[src/rtl/fetch_stage_pkg.sv]
// Shared definitions for the fetch stage: BTB counter codes, bubble
// instruction, default reset PC and the 2-bit counter transition helper.
package fetch_stage_pkg;

  typedef enum logic [1:0] {
    STRONG_NOT_TAKEN = 2'b00,
    WEAK_NOT_TAKEN   = 2'b01,
    STRONG_TAKEN     = 2'b10,
    WEAK_TAKEN       = 2'b11
  } btb_state_e;

  localparam logic [31:0] DEFAULT_NOP_INSTR = 32'h0000_0013;
  localparam logic [31:0] DEFAULT_RESET_PC  = 32'h0000_0000;

  function automatic btb_state_e btb_next_state(input btb_state_e s, input logic taken);
    btb_state_e n;
    n = s;
    case (s)
      STRONG_NOT_TAKEN: n = taken ? WEAK_NOT_TAKEN : STRONG_NOT_TAKEN;
      WEAK_NOT_TAKEN:   n = taken ? WEAK_TAKEN     : STRONG_NOT_TAKEN;
      WEAK_TAKEN:       n = taken ? STRONG_TAKEN   : WEAK_NOT_TAKEN;
      STRONG_TAKEN:     n = taken ? STRONG_TAKEN   : WEAK_TAKEN;
      default:          n = s;
    endcase
    return n;
  endfunction

endpackage

[src/rtl/fetch_stage_btb.sv]
// Direct-mapped branch target buffer with 2-bit counters; combinational
// lookup against the registered entries, training on the clock edge.
module branch_target_buffer
  import fetch_stage_pkg::*;
#(
  parameter int unsigned ENTRIES = 16
) (
  input  logic        clk,
  input  logic        rst,
  input  logic [31:0] lookup_pc,
  output logic        hit_taken,
  output logic [31:0] hit_target,
  input  logic        update_valid,
  input  logic [31:0] update_pc,
  input  logic [31:0] update_target,
  input  logic        update_taken
);

  localparam int unsigned IDX  = $clog2(ENTRIES);
  localparam int unsigned TAGW = 30 - IDX;

  logic [ENTRIES-1:0] r_valid;
  logic [TAGW-1:0]    r_tag    [ENTRIES];
  logic [31:0]        r_target [ENTRIES];
  btb_state_e         r_state  [ENTRIES];

  logic [IDX-1:0]  w_lk_idx;
  logic [TAGW-1:0] w_lk_tag;
  logic [IDX-1:0]  w_up_idx;
  logic [TAGW-1:0] w_up_tag;
  logic            w_up_hit;
  logic            w_unused_lsbs;

  assign w_lk_idx      = lookup_pc[IDX+1:2];
  assign w_lk_tag      = lookup_pc[31:IDX+2];
  assign w_up_idx      = update_pc[IDX+1:2];
  assign w_up_tag      = update_pc[31:IDX+2];
  assign w_unused_lsbs = ^{lookup_pc[1:0], update_pc[1:0]};

  // Lookup reads the registered entry, so a same-cycle update is not seen.
  assign hit_taken  = r_valid[w_lk_idx] && (r_tag[w_lk_idx] == w_lk_tag) && r_state[w_lk_idx][1];
  assign hit_target = r_target[w_lk_idx];

  assign w_up_hit = r_valid[w_up_idx] && (r_tag[w_up_idx] == w_up_tag);

  always_ff @(posedge clk) begin
    if (rst) begin
      r_valid <= '0;
    end else if (update_valid) begin
      if (w_up_hit) begin
        r_state[w_up_idx] <= btb_next_state(r_state[w_up_idx], update_taken);
        if (update_taken) r_target[w_up_idx] <= update_target;
      end else if (update_taken) begin
        r_valid[w_up_idx]  <= 1'b1;
        r_tag[w_up_idx]    <= w_up_tag;
        r_target[w_up_idx] <= update_target;
        r_state[w_up_idx]  <= WEAK_TAKEN;
      end
    end
  end

endmodule

[src/rtl/fetch_stage.sv]
// RV32I instruction-fetch stage: PC register, BTB-driven next-PC selection
// and the IF/ID pipeline register feeding decode.
module fetch_stage
  import fetch_stage_pkg::*;
#(
  parameter logic [31:0] RESET_PC    = DEFAULT_RESET_PC,
  parameter int unsigned BTB_ENTRIES = 16,
  parameter logic [31:0] NOP_INSTR   = DEFAULT_NOP_INSTR
) (
  input  logic        clk,
  input  logic        rst,
  input  logic        stall,
  input  logic        flush,
  input  logic        redirect_valid,
  input  logic [31:0] redirect_pc,
  input  logic        update_valid,
  input  logic [31:0] update_pc,
  input  logic [31:0] update_target,
  input  logic        update_taken,
  output logic [31:0] imem_addr,
  input  logic [31:0] imem_rdata,
  output logic [31:0] if_pc,
  output logic [31:0] if_instr,
  output logic        if_pred_taken,
  output logic        if_valid
);

  logic [31:0] r_pc;
  logic [31:0] r_if_pc;
  logic [31:0] r_if_instr;
  logic        r_if_pred;
  logic        r_if_valid;

  logic        w_pred_taken;
  logic [31:0] w_pred_target;
  logic [31:0] w_next_pc;

  branch_target_buffer #(
    .ENTRIES(BTB_ENTRIES)
  ) u_btb (
    .clk          (clk),
    .rst          (rst),
    .lookup_pc    (r_pc),
    .hit_taken    (w_pred_taken),
    .hit_target   (w_pred_target),
    .update_valid (update_valid),
    .update_pc    (update_pc),
    .update_target(update_target),
    .update_taken (update_taken)
  );

  always_comb begin
    w_next_pc = r_pc + 32'd4;
    if (redirect_valid)    w_next_pc = redirect_pc;
    else if (stall)        w_next_pc = r_pc;
    else if (w_pred_taken) w_next_pc = w_pred_target;
  end

  always_ff @(posedge clk) begin
    if (rst) r_pc <= RESET_PC;
    else     r_pc <= w_next_pc;
  end

  // A redirect squashes the in-flight fetch even while decode is stalled.
  always_ff @(posedge clk) begin
    if (rst || flush || redirect_valid) begin
      r_if_pc    <= RESET_PC;
      r_if_instr <= NOP_INSTR;
      r_if_pred  <= 1'b0;
      r_if_valid <= 1'b0;
    end else if (!stall) begin
      r_if_pc    <= r_pc;
      r_if_instr <= imem_rdata;
      r_if_pred  <= w_pred_taken;
      r_if_valid <= 1'b1;
    end
  end

  assign imem_addr     = r_pc;
  assign if_pc         = r_if_pc;
  assign if_instr      = r_if_instr;
  assign if_pred_taken = r_if_pred;
  assign if_valid      = r_if_valid;

endmodule

[config.mk]
export PLATFORM = sky130hd
export DESIGN_NAME = fetch_stage
export DESIGN_NICKNAME = d
export VERILOG_FILES = /design/src/rtl/fetch_stage_pkg.sv /design/src/rtl/fetch_stage_btb.sv /design/src/rtl/fetch_stage.sv
export SDC_FILE = /design/constraint.sdc
export NUM_CORES = 1
export LEC_CHECK = 0
export ABC_AREA = 0
export ABC_CLOCK_PERIOD_IN_PS = 4100
export BUFFER_PORTS_ARGS = -buffer_cell sky130_fd_sc_hd__buf_4
export CORE_MARGIN = 10
export CORE_UTILIZATION = 50
export CTS_CLUSTER_SIZE = 14
export DETAILED_ROUTE_END_ITERATION = 8
export GPL_ROUTABILITY_DRIVEN = 0
export PLACE_DENSITY = 0.67
export SLEW_MARGIN = 20
export SYNTH_ARGS = -nofsm -noshare
export SYNTH_HDL_FRONTEND = slang
export SYNTH_SLANG_ARGS = --single-unit
[constraint.sdc]
create_clock -name clk -period 4.1 [get_ports clk]
set_input_delay 0 -clock clk [delete_from_list [all_inputs] [get_ports clk]]
set_output_delay 0 -clock clk [all_outputs]
set_load 0.1 [all_outputs]
==> impl_metrics.yaml <==
power_and_ir_drop:
  p_leak_nw: 18.0
  power_mw: 24.0
  cellPowerDensity_nw_per_um2: 437
  worst_ir_drop_vdd_mv: 0.509
yosys:
  yosysSeqAreaShare_pct: 67.8
  synth_nets: 2491
  synthCells: 2355
  ys_types: 58
  yosys_warnings: 0
  synth_ff_type: "edfxtp_1"
  synthesis.area_um2: 46000
  ys_ff_latch: 1078
  synth-edff-count: 960
  async_reset_ff_share_pct: 0
  avgSynthCellArea_um2: 19.5
sta:
  max_freq_mhz: 257
  setup_viol_count_final: 0
  relSlewSlack_pct: 35.6
  rsz0062_at_grt: "false"
  fin_crit_sh_pct: 94.8
  tightest_slew_ps: 964
  finalCriticalPeriod_ps: 3890
  finClkSkew_ps: 31.2
  hold_viol_final: 0
  tns_ps: 0
  slew_viol_final: 0
critical_path:
  max_stage_delay_ps: 530
  critPathArrivalTime_ps: 4470
  slowest_stage: "dfxtp_4"
  crit_type: "register to register"
  worstPathMaxFanout: 9
  critPathLaunchType: "register"
  regToRegSetupSlack_ps: 210
  rr_worst_depth: 12
  reg2reg_to: "imem_addr[31]"
  critical_path.most_common_cell: "buf_4"
  end_kind: "register"
  crit_chain: "buf_4 > buf_4 > mux4_2 > mux2i_1 > mux2i_1 > xor2_1 > nor4_1 > o2111ai_2 > buf_4 > or3_1 > o31a_1 > a221oi_1"
  crit_required_ps: 4680
routing:
  wire_per_inst_um: 30.6
  via_per_inst: 6.32
  vias: 25853
  totalWireLength_mm: 125
  ant_nets: 0
  drt-initial-drc-count: 2797
  dr.pass1.iters: 5
  drcViolationCount: 0
global_routing:
  busiest_layer: "met2"
  grt_antenna_before_repair: 9
  grt_pass1_wl_mm: 182
  met2_usage_pct: 40.6
  gr-usage-all-layers_pct: 23.8
  overflow: 0
  use_met1_pct: 30.5
  met3_usage_pct: 4.48
  grt_pass1_vias: 26750
  grt_start_max_net_pins: 123
clock_network:
  root_buffer: "clkbuf_16"
  numCtsBuffers: 108
  htreeDepth: 3
  path_clk_slew_ps: 60
  clock_latency_ps: 710
  cts_sinks: 1078
  cts_tree: "built"
  cts.path.max_buffers: 3
worst_hold_path:
  holdCritPathClass: "input port to register"
  hp-start: "redirect_pc[25]"
  whs_path_depth: 3
  min_to: "imem_addr[25]"
run_status:
  status: "finished, final reports clean"
final_layout:
  final_cell_mix: "edfxtp_1, mux4_2, buf_4"
  multi_input_area_um2: 14100
  regArea_um2: 31200
  final_layout_size_suffix_gt1_share_pct: 34.6
  synthToLayoutAreaGrowth_pct: 19.3
  nFillCells: 6543
  final_common_cell: "edfxtp_1"
  final_area_um2: 54900
  final_nets: 2941
floorplanning:
  io_pins: 233
  rows: 111
  die_w_um: 323
  die-area_um2: 105000
  coreArea_um2: 91500
  initial_core_util_pct: 50.3
  die_h_um: 323
placed_design:
  dpl.hpwl_mm: 77.0
  io_buffers: 230
  place_area_um2: 50100
job:
  cap_violations: 0
-- synth_stat cells, types with 14 or more instances --
library cell	instances	share of area (%)
edfxtp_1	960	63
mux4_2	406	20
nor2_1	130	1.1
mux2i_1	129	2.8
dfxtp_1	118	5.1
clkbuf_1	74	0.60
nand2_1	52	0.42
xnor2_1	46	0.88
a21oi_1	34	0.37
buf_2	33	0.36
nor2b_1	32	0.44
and3_1	29	0.39
nor3_1	23	0.25
buf_1	22	0.18
a22o_1	21	0.40
mux2_2	19	0.47
inv_1	17	0.14
nand4_1	17	0.23
a21o_1	16	0.26
buf_6	16	0.39
buf_4	14	0.23
-- power by group --
group / switching, mW / internal [mW]
Combinational: 1.27 / 1.00
Clock: 4.17 / 5.39
Sequential: 0.121 / 12.1
Total: 5.56 / 18.4
-- critical path, delay by kind of cell, from the launching register on --
| family | cells | cell delay [ps] |
|---|---|---|
| XOR/XNOR | 1 | 210 |
| buffers and inverters | 3 | 680 |
| flip-flops | 1 | 530 |
| AO/OA/AOI/OAI | 3 | 730 |
| multiplexers | 3 | 870 |
| AND/OR/NAND/NOR | 2 | 740 |
-- kinds of logic (layout without fill, tap and decap cells) --
| group | Yosys count | count (layout) | synth area share [%] |
|---|---|---|---|
| flops | 1078 | 1078 | 67.8 |
| mux | 558 | 558 | 23.2 |
| simple gates | 336 | 336 | 3.57 |
| buf+inv | 178 | 722 | 1.97 |
| compound gates | 148 | 148 | 2.32 |
| xor+xnor | 56 | 56 | 1.07 |
| fa+ha+maj | 1 | 1 | 0.0272 |
| other cells | 0 | 4 | 0 |
-- per-layer routing --
metal	part of all wire (%)	wire (um)
met3	7.4	9300
met2	51	64000
met1	38	47500
met5	0.036	45
met4	3.5	4320
-- sequential cells by signal, summed over array words and instances (netlist names), named ones only --
register,flops
u_btb.r_valid,16
u_btb.r_state,32
if_instr,32
imem_addr,32
if_pred_taken,1
u_btb.r_target,512
u_btb.r_tag,416
if_valid,1
if_pc,32
-- timing repair --
action                     in CTS  in global routing
setup endpoints to repair       0                 32
hold buffers                  128                  0
hold endpoints to repair     1024                  0
buffers inserted                0                  9
resized for setup               0                  1
-- stage by stage --
stage                     std cells  util [%]  setup WS (ps)  hold WS, ps
after global placement         3744      54.7            145          220
after CTS                      4076      59.8           8.07         47.9
after floorplan                2355         -            612         98.9
after detailed placement       3744      54.7           13.8          216
final                          4089      60.0            212         70.8
after global routing           4089      60.0           9.64         62.0
-- area by class of cell --
class                      instances  area share [%]
clock buffer                     136            5.22
antenna                            4          0.0182
inverter                          17           0.116
clock inverter                    68            1.04
timing repair buffer             501            8.45
sequential                      1078            56.9
tap                             1186            2.70
multi-input combinational       1099            25.6
-- worst max path at each step --
| stage | start | end | slack (ps) |
|---|---|---|---|
| final | register | imem_addr[31] | 210 |
| after floorplan | imem_addr[2] | imem_addr[24] | 610 |
| after global routing | register | imem_addr[21] | 10 |
| after detailed placement | register | imem_addr[21] | 10 |
| after CTS | register | imem_addr[21] | 8 |
| after global placement | register | imem_addr[21] | 150 |
Power figures use the tool's default switching activity.
